<file path="config.mk">
export PLATFORM = sky130hd
export DESIGN_NAME = async_fifo_flat
export DESIGN_NICKNAME = d
export VERILOG_FILES = /design/src/rtl/async_fifo_if.sv /design/src/rtl/async_fifo.sv /design/src/flat_wrapper.sv
export SDC_FILE = /design/constraint.sdc
export NUM_CORES = 1
export LEC_CHECK = 0
export ABC_AREA = 1
export BUFFER_PORTS_ARGS = -buffer_cell sky130_fd_sc_hd__buf_2
export CAP_MARGIN = 20
export CORE_MARGIN = 10
export CORE_UTILIZATION = 40
export CTS_CLUSTER_DIAMETER = 150
export DETAILED_ROUTE_END_ITERATION = 12
export SYNTH_ARGS = -nofsm -noshare
export SYNTH_HDL_FRONTEND = slang
export SYNTH_SLANG_ARGS = --single-unit
</file>
<file path="constraint.sdc">
create_clock -name clk -period 6.7 [get_ports clk]
set_clock_uncertainty 0.1 [all_clocks]
set_input_delay 0.335 -clock clk [delete_from_list [all_inputs] [get_ports clk]]
set_output_delay 0.335 -clock clk [all_outputs]
set_load 0.005 [all_outputs]
</file>
<file path="src/rtl/async_fifo_if.sv">
// Producer/consumer handshake and status bundle for the single-clock FIFO.
interface async_fifo_if #(
  parameter int unsigned WIDTH = 8
) ();
  logic             wr_en;
  logic             rd_en;
  logic [WIDTH-1:0] wdata;
  logic [WIDTH-1:0] rdata;
  logic             full;
  logic             empty;
  logic             overflow;
  logic             underflow;

  modport master (
    output wr_en, rd_en, wdata,
    input  rdata, full, empty, overflow, underflow
  );

  modport slave (
    input  wr_en, rd_en, wdata,
    output rdata, full, empty, overflow, underflow
  );
endinterface

</file>
<file path="src/rtl/async_fifo.sv">
// Single-clock FIFO with registered read data, full/empty status and
// one-cycle overflow/underflow pulses.
module async_fifo #(
  parameter int unsigned WIDTH     = 8,
  parameter int unsigned FIFO_SIZE = 16
) (
  input  logic        clk,
  input  logic        res,
  async_fifo_if.slave bus
);
  localparam int unsigned PTR_WIDTH = $clog2(FIFO_SIZE);
  localparam int unsigned CNT_W     = PTR_WIDTH + 1;

  logic [WIDTH-1:0] mem [FIFO_SIZE];
  logic [CNT_W-1:0] wptr;
  logic [CNT_W-1:0] rptr;
  logic [WIDTH-1:0] rdata_q;
  logic             overflow_q;
  logic             underflow_q;

  logic full_c;
  logic empty_c;
  logic wr_acc_c;
  logic rd_acc_c;

  // Extra pointer MSB tells a full ring apart from an empty one.
  assign empty_c  = (wptr == rptr);
  assign full_c   = (wptr[PTR_WIDTH] != rptr[PTR_WIDTH]) &&
                    (wptr[PTR_WIDTH-1:0] == rptr[PTR_WIDTH-1:0]);
  assign wr_acc_c = bus.wr_en && !full_c;
  assign rd_acc_c = bus.rd_en && !empty_c;

  // Storage is not reset; the pointers alone decide what is valid.
  always_ff @(posedge clk) begin
    if (wr_acc_c) begin
      mem[wptr[PTR_WIDTH-1:0]] <= bus.wdata;
    end
  end

  always_ff @(posedge clk or negedge res) begin
    if (!res) begin
      wptr        <= '0;
      rptr        <= '0;
      rdata_q     <= '0;
      overflow_q  <= 1'b0;
      underflow_q <= 1'b0;
    end else begin
      overflow_q  <= bus.wr_en && full_c;
      underflow_q <= bus.rd_en && empty_c;
      if (wr_acc_c) begin
        wptr <= wptr + CNT_W'(1);
      end
      if (rd_acc_c) begin
        rdata_q <= mem[rptr[PTR_WIDTH-1:0]];
        rptr    <= rptr + CNT_W'(1);
      end
    end
  end

  assign bus.rdata     = rdata_q;
  assign bus.full      = full_c;
  assign bus.empty     = empty_c;
  assign bus.overflow  = overflow_q;
  assign bus.underflow = underflow_q;
endmodule

</file>
<file path="src/flat_wrapper.sv">
// flat-port wrapper written by rule: the top's interface ports become plain ports
module async_fifo_flat 
#(
  parameter int unsigned WIDTH     = 8,
  parameter int unsigned FIFO_SIZE = 16
)
  (clk, res, bus_wr_en, bus_rd_en, bus_wdata, bus_rdata, bus_full, bus_empty, bus_overflow, bus_underflow);
  async_fifo_if #(.WIDTH(WIDTH)) bus_i ();
  input  logic clk;
  input  logic res;
  input wire logic [$bits(bus_i.wr_en)-1:0] bus_wr_en;
  input wire logic [$bits(bus_i.rd_en)-1:0] bus_rd_en;
  input wire logic [$bits(bus_i.wdata)-1:0] bus_wdata;
  output wire logic [$bits(bus_i.rdata)-1:0] bus_rdata;
  output wire logic [$bits(bus_i.full)-1:0] bus_full;
  output wire logic [$bits(bus_i.empty)-1:0] bus_empty;
  output wire logic [$bits(bus_i.overflow)-1:0] bus_overflow;
  output wire logic [$bits(bus_i.underflow)-1:0] bus_underflow;
  assign bus_i.wr_en = bus_wr_en;
  assign bus_i.rd_en = bus_rd_en;
  assign bus_i.wdata = bus_wdata;
  assign bus_rdata = bus_i.rdata;
  assign bus_full = bus_i.full;
  assign bus_empty = bus_i.empty;
  assign bus_overflow = bus_i.overflow;
  assign bus_underflow = bus_i.underflow;
  async_fifo #(.WIDTH(WIDTH), .FIFO_SIZE(FIFO_SIZE)) u_core (.clk(clk), .res(res), .bus(bus_i));
endmodule
</file>
==> summary.md <==
| Metric | Value |
|---|---|
| Number of design rule violations left after detail routing | 0 |
| WP data required | 6.65 ns |
| CTS resizes | 0 |
| Final worst path period need | 3.69 ns |
| Worst setup path category | flop to flop |
| Most repeated library cell on the critical path | nand2_1 |
| Die width | 149 um |
| Number of iterations in the first detailed-routing pass | 5 |
| Cell leakage power | 3.45 nW |
| Top cell types by occurrence after synthesis | 251 x nand2_1, 135 x inv_1, 128 x edfxtp_1, 83 x nand3_1, 20 x dfrtp_1 |
| Post-DP HPWL | 10400 um |
| Core region area | 16500 um^2 |
| Design area | 7550 um^2 |
| Mux cell area share after synthesis | 0% |
| Full die area | 22300 um^2 |
| Placed standard-cell area | 6940 um^2 |
| Maximum number of pins on one net before global-route repair | 70 |
| Diodes inserted | 0 |
| Top cells by area in the synthesized netlist | edfxtp_1 57%, nand2_1 14%, inv_1 7.6% |
| Clock transition at path regs | 0.06 ns |
| Cell with the largest stage delay on the worst path | nor3_1 |
| Final RePlAce weighted congestion | 0.875 |
| Most frequent cell after synthesis | nand2_1 |
| Cells traversed along the worst timing path | buf_4 -> inv_2 -> nand2_1 -> nand2_1 -> nor2_4 -> nand3_2 -> nand2_2 -> nor3_1 |
| Syn_area_per_cell | 9.68 um^2 |
| Total Routing Usage GR | 15.1% |
| Net count, final | 729 |
| Port-buffer cells | 23 |
| Count of antenna-violating nets left after detailed routing | 0 |
| Vias per Instance | 4.81 |
| Post-CTS setup buffers | 0 |
| Relative slew slack | 31.7% |
| Part of the cycle the worst path needs | 55.1% |
| Residual overflow from global routing | 0 |
| Flip-flop cell with the highest count after synthesis | edfxtp_1 |
| Count of final hold-check violations | 0 |
| Highest cell delay on the worst timing path | 0.91 ns |
| Minimum setup slack after placement | 2.93 ns |
| Synthesized net count | 708 |
| Number of sinks on the clock net | 148 |
| Instance count of the mapped netlist | 691 |
| Sequential cell area fraction in the yosys report | 65.0% |
| Power density over the cells | 413 nW/um^2 |
| Starting utilization of the core area | 40.6% |
| Critical path capture point type | flop |
| Buffer levels on the longest clock path | 2 |
| Maximum fanout along the worst path | 69 |
| Cell accounting for the most synthesized area | edfxtp_1 |
| Setup repair after global routing missed its margin | false |
| Hold crit path type | primary input to flop |
| Setup TNS | 0 ns |
| Clock tree from TritonCTS | done |
| Synthesis-to-layout area growth | 13.0% |
| Overall routed net length | 16100 um |
| Complex-gate fraction of the synthesized area | 0.150% |
| Final routed wire length divided by cell count | 17.0 um |
| Arrival time reported for the critical path endpoint | 3.64 ns |
| Post-route worst setup slack | 3.01 ns |
| Fillers | 1588 |
| Outcome | completed |
| Count of boundary I/O pins | 24 |
| Nature of the critical path startpoint | flop |
| Ys Warns | 0 |
| Post-synthesis share of cell area spent on and, or, nand and nor gates | 22.4% |
| Vertical extent of the die | 149 um |
| Number of flip-flops and latches in the synthesized netlist | 148 |
| Number of unique standard cell types used by synthesis | 22 |
| CTS buffer count | 17 |
| Max-slew violation count | 0 |
| Post-synthesis adder-cell area fraction | 0.936% |
| Clock latency on the worst-skew pair | 0.43 ns |
| Fraction of layout cells with a size suffix above 1 | 9.66% |
| Count of maximum capacitance violations | 0 |
| Root buffer cell | clkbuf_16 |
| Wire length of the first global-routing pass | 25100 um |
| Dominant combinational cell family by area after synthesis | simple AND/OR/NAND/NOR gates |
| Setup-violating endpoint count in the final report | 0 |
| Fmax | 271 MHz |
| Transition at the pin with the smallest max-transition slack | 1.02 ns |
| Initial antenna violation count | 0 |
| Cell Area, Synth | 6690 um^2 |
| Via Count | 4547 |
| Standard-cell row count | 47 |
| Post-synth ARST share | 13.5% |
| Number of enable-type register cells in the synthesized netlist | 128 |
| Worst IR drop on VDD | 257 uV |
| Share of the synthesized area in the top cell type | 57.5% |
| Number of violations reported at the end of detailed-routing iteration 0 | 482 |
| Via count of the first global-routing pass | 4546 |
| Xor/xnor share of the synthesized area | 1.42% |
| Maximum level of the CTS H-tree | 4 |
cells by family (layout without fill, tap and decap cells):
family	count (synthesis)	in the layout
and+or+nand+nor	359	359
buffers and inverters	167	201
DFF	148	148
xor gates and xnor gates	10	10
adders and majority gates	5	5
AOI/OAI and AO/OA	2	2
stage by stage:
stage,util [%],power [mW],hold WS [ns],instances
final,45.9,3.12,0.0298,945
after detailed placement,42.2,2.19,0.213,909
after floorplan,-,1.92,-0.0606,691
after global routing,45.9,3.31,0.0485,945
after CTS,45.8,3.13,0.0209,942
after global placement,42.2,2.17,0.199,909
worst max-delay path: cells and delay by family (launching register included):
family | cells | cell delay [ns]
buf+inv | 2 | 1.15
flops | 1 | 0.38
simple gates | 6 | 1.64
routing by layer:
| layer | vias up | routed length (um) | GRT usage [%] |
|---|---|---|---|
| li1 | 2199 | - | - |
| met1 | 2171 | 7500 | 20.6 |
| met2 | 146 | 7380 | 23.1 |
| met3 | 31 | 880 | 2.67 |
| met4 | 0 | 325 | 6.33 |
| met5 | - | 0 | 0 |
cells in the final DEF, fill, tap and decap left out, types with 3 or more instances in the layout:
cell,synthesis,layout
nand2_1,251,251
clkbuf_16,0,17
ha_1,5,5
xnor2_1,5,5
inv_1,135,135
clkinvlp_4,0,5
xor2_1,4,4
clkinv_2,0,3
nor2_1,4,4
clkinv_1,0,3
edfxtp_1,128,128
nor3_1,15,15
buf_2,13,26
nand3_1,83,83
inv_2,5,5
dfrtp_1,20,19
bufinv_16,0,3
layout make-up:
cell class / count / area, um^2 / area share (%)
multi-input combinational: 376 / 1670 / 22.0
tap: 220 / 275 / 3.64
inverter: 140 / 526 / 6.96
timing repair buffer: 29 / 155 / 2.05
sequential: 148 / 4350 / 57.5
clock buffer: 17 / 425 / 5.63
clock inverter: 15 / 163 / 2.15
timing repair:
action	CTS	global route
hold buffers	1	0
hold endpoints to repair	20	0
setup endpoints to repair	0	0
state kept, by name, indices dropped and copies added (netlist names):
signal	cells
u_core.bus.rdata	8
u_core.mem	128
u_core.wptr	5
u_core.rptr	5
u_core.bus.underflow	1
u_core.bus.overflow	1
path summary, 6_finish.rpt:
kind,cells past startpoint,to,from,slack (ns)
setup / recovery,8,u_core.mem[1][2],u_core.rptr[0],3.01
hold / removal,3,u_core.bus.underflow,bus_rd_en,0.03
setup reg to reg,8,u_core.mem[1][2],u_core.rptr[0],3.01
hold reg to reg,2,u_core.bus.rdata[1],u_core.bus.rdata[1],0.38
max in group asynchronous,2,u_core.rptr[0],res,5.88
min in group asynchronous,2,u_core.bus.rdata[4],res,0.29
where the power goes:
| part | switching (mW) | leakage [nW] | internal (mW) |
|---|---|---|---|
| clock network | 0.365 | 0.274 | 0.579 |
| logic | 0.686 | 1.77 | 0.288 |
| registers | 0.0743 | 1.41 | 1.13 |
| total | 1.13 | 3.45 | 2.00 |
(Power assumes the default switching activity.)
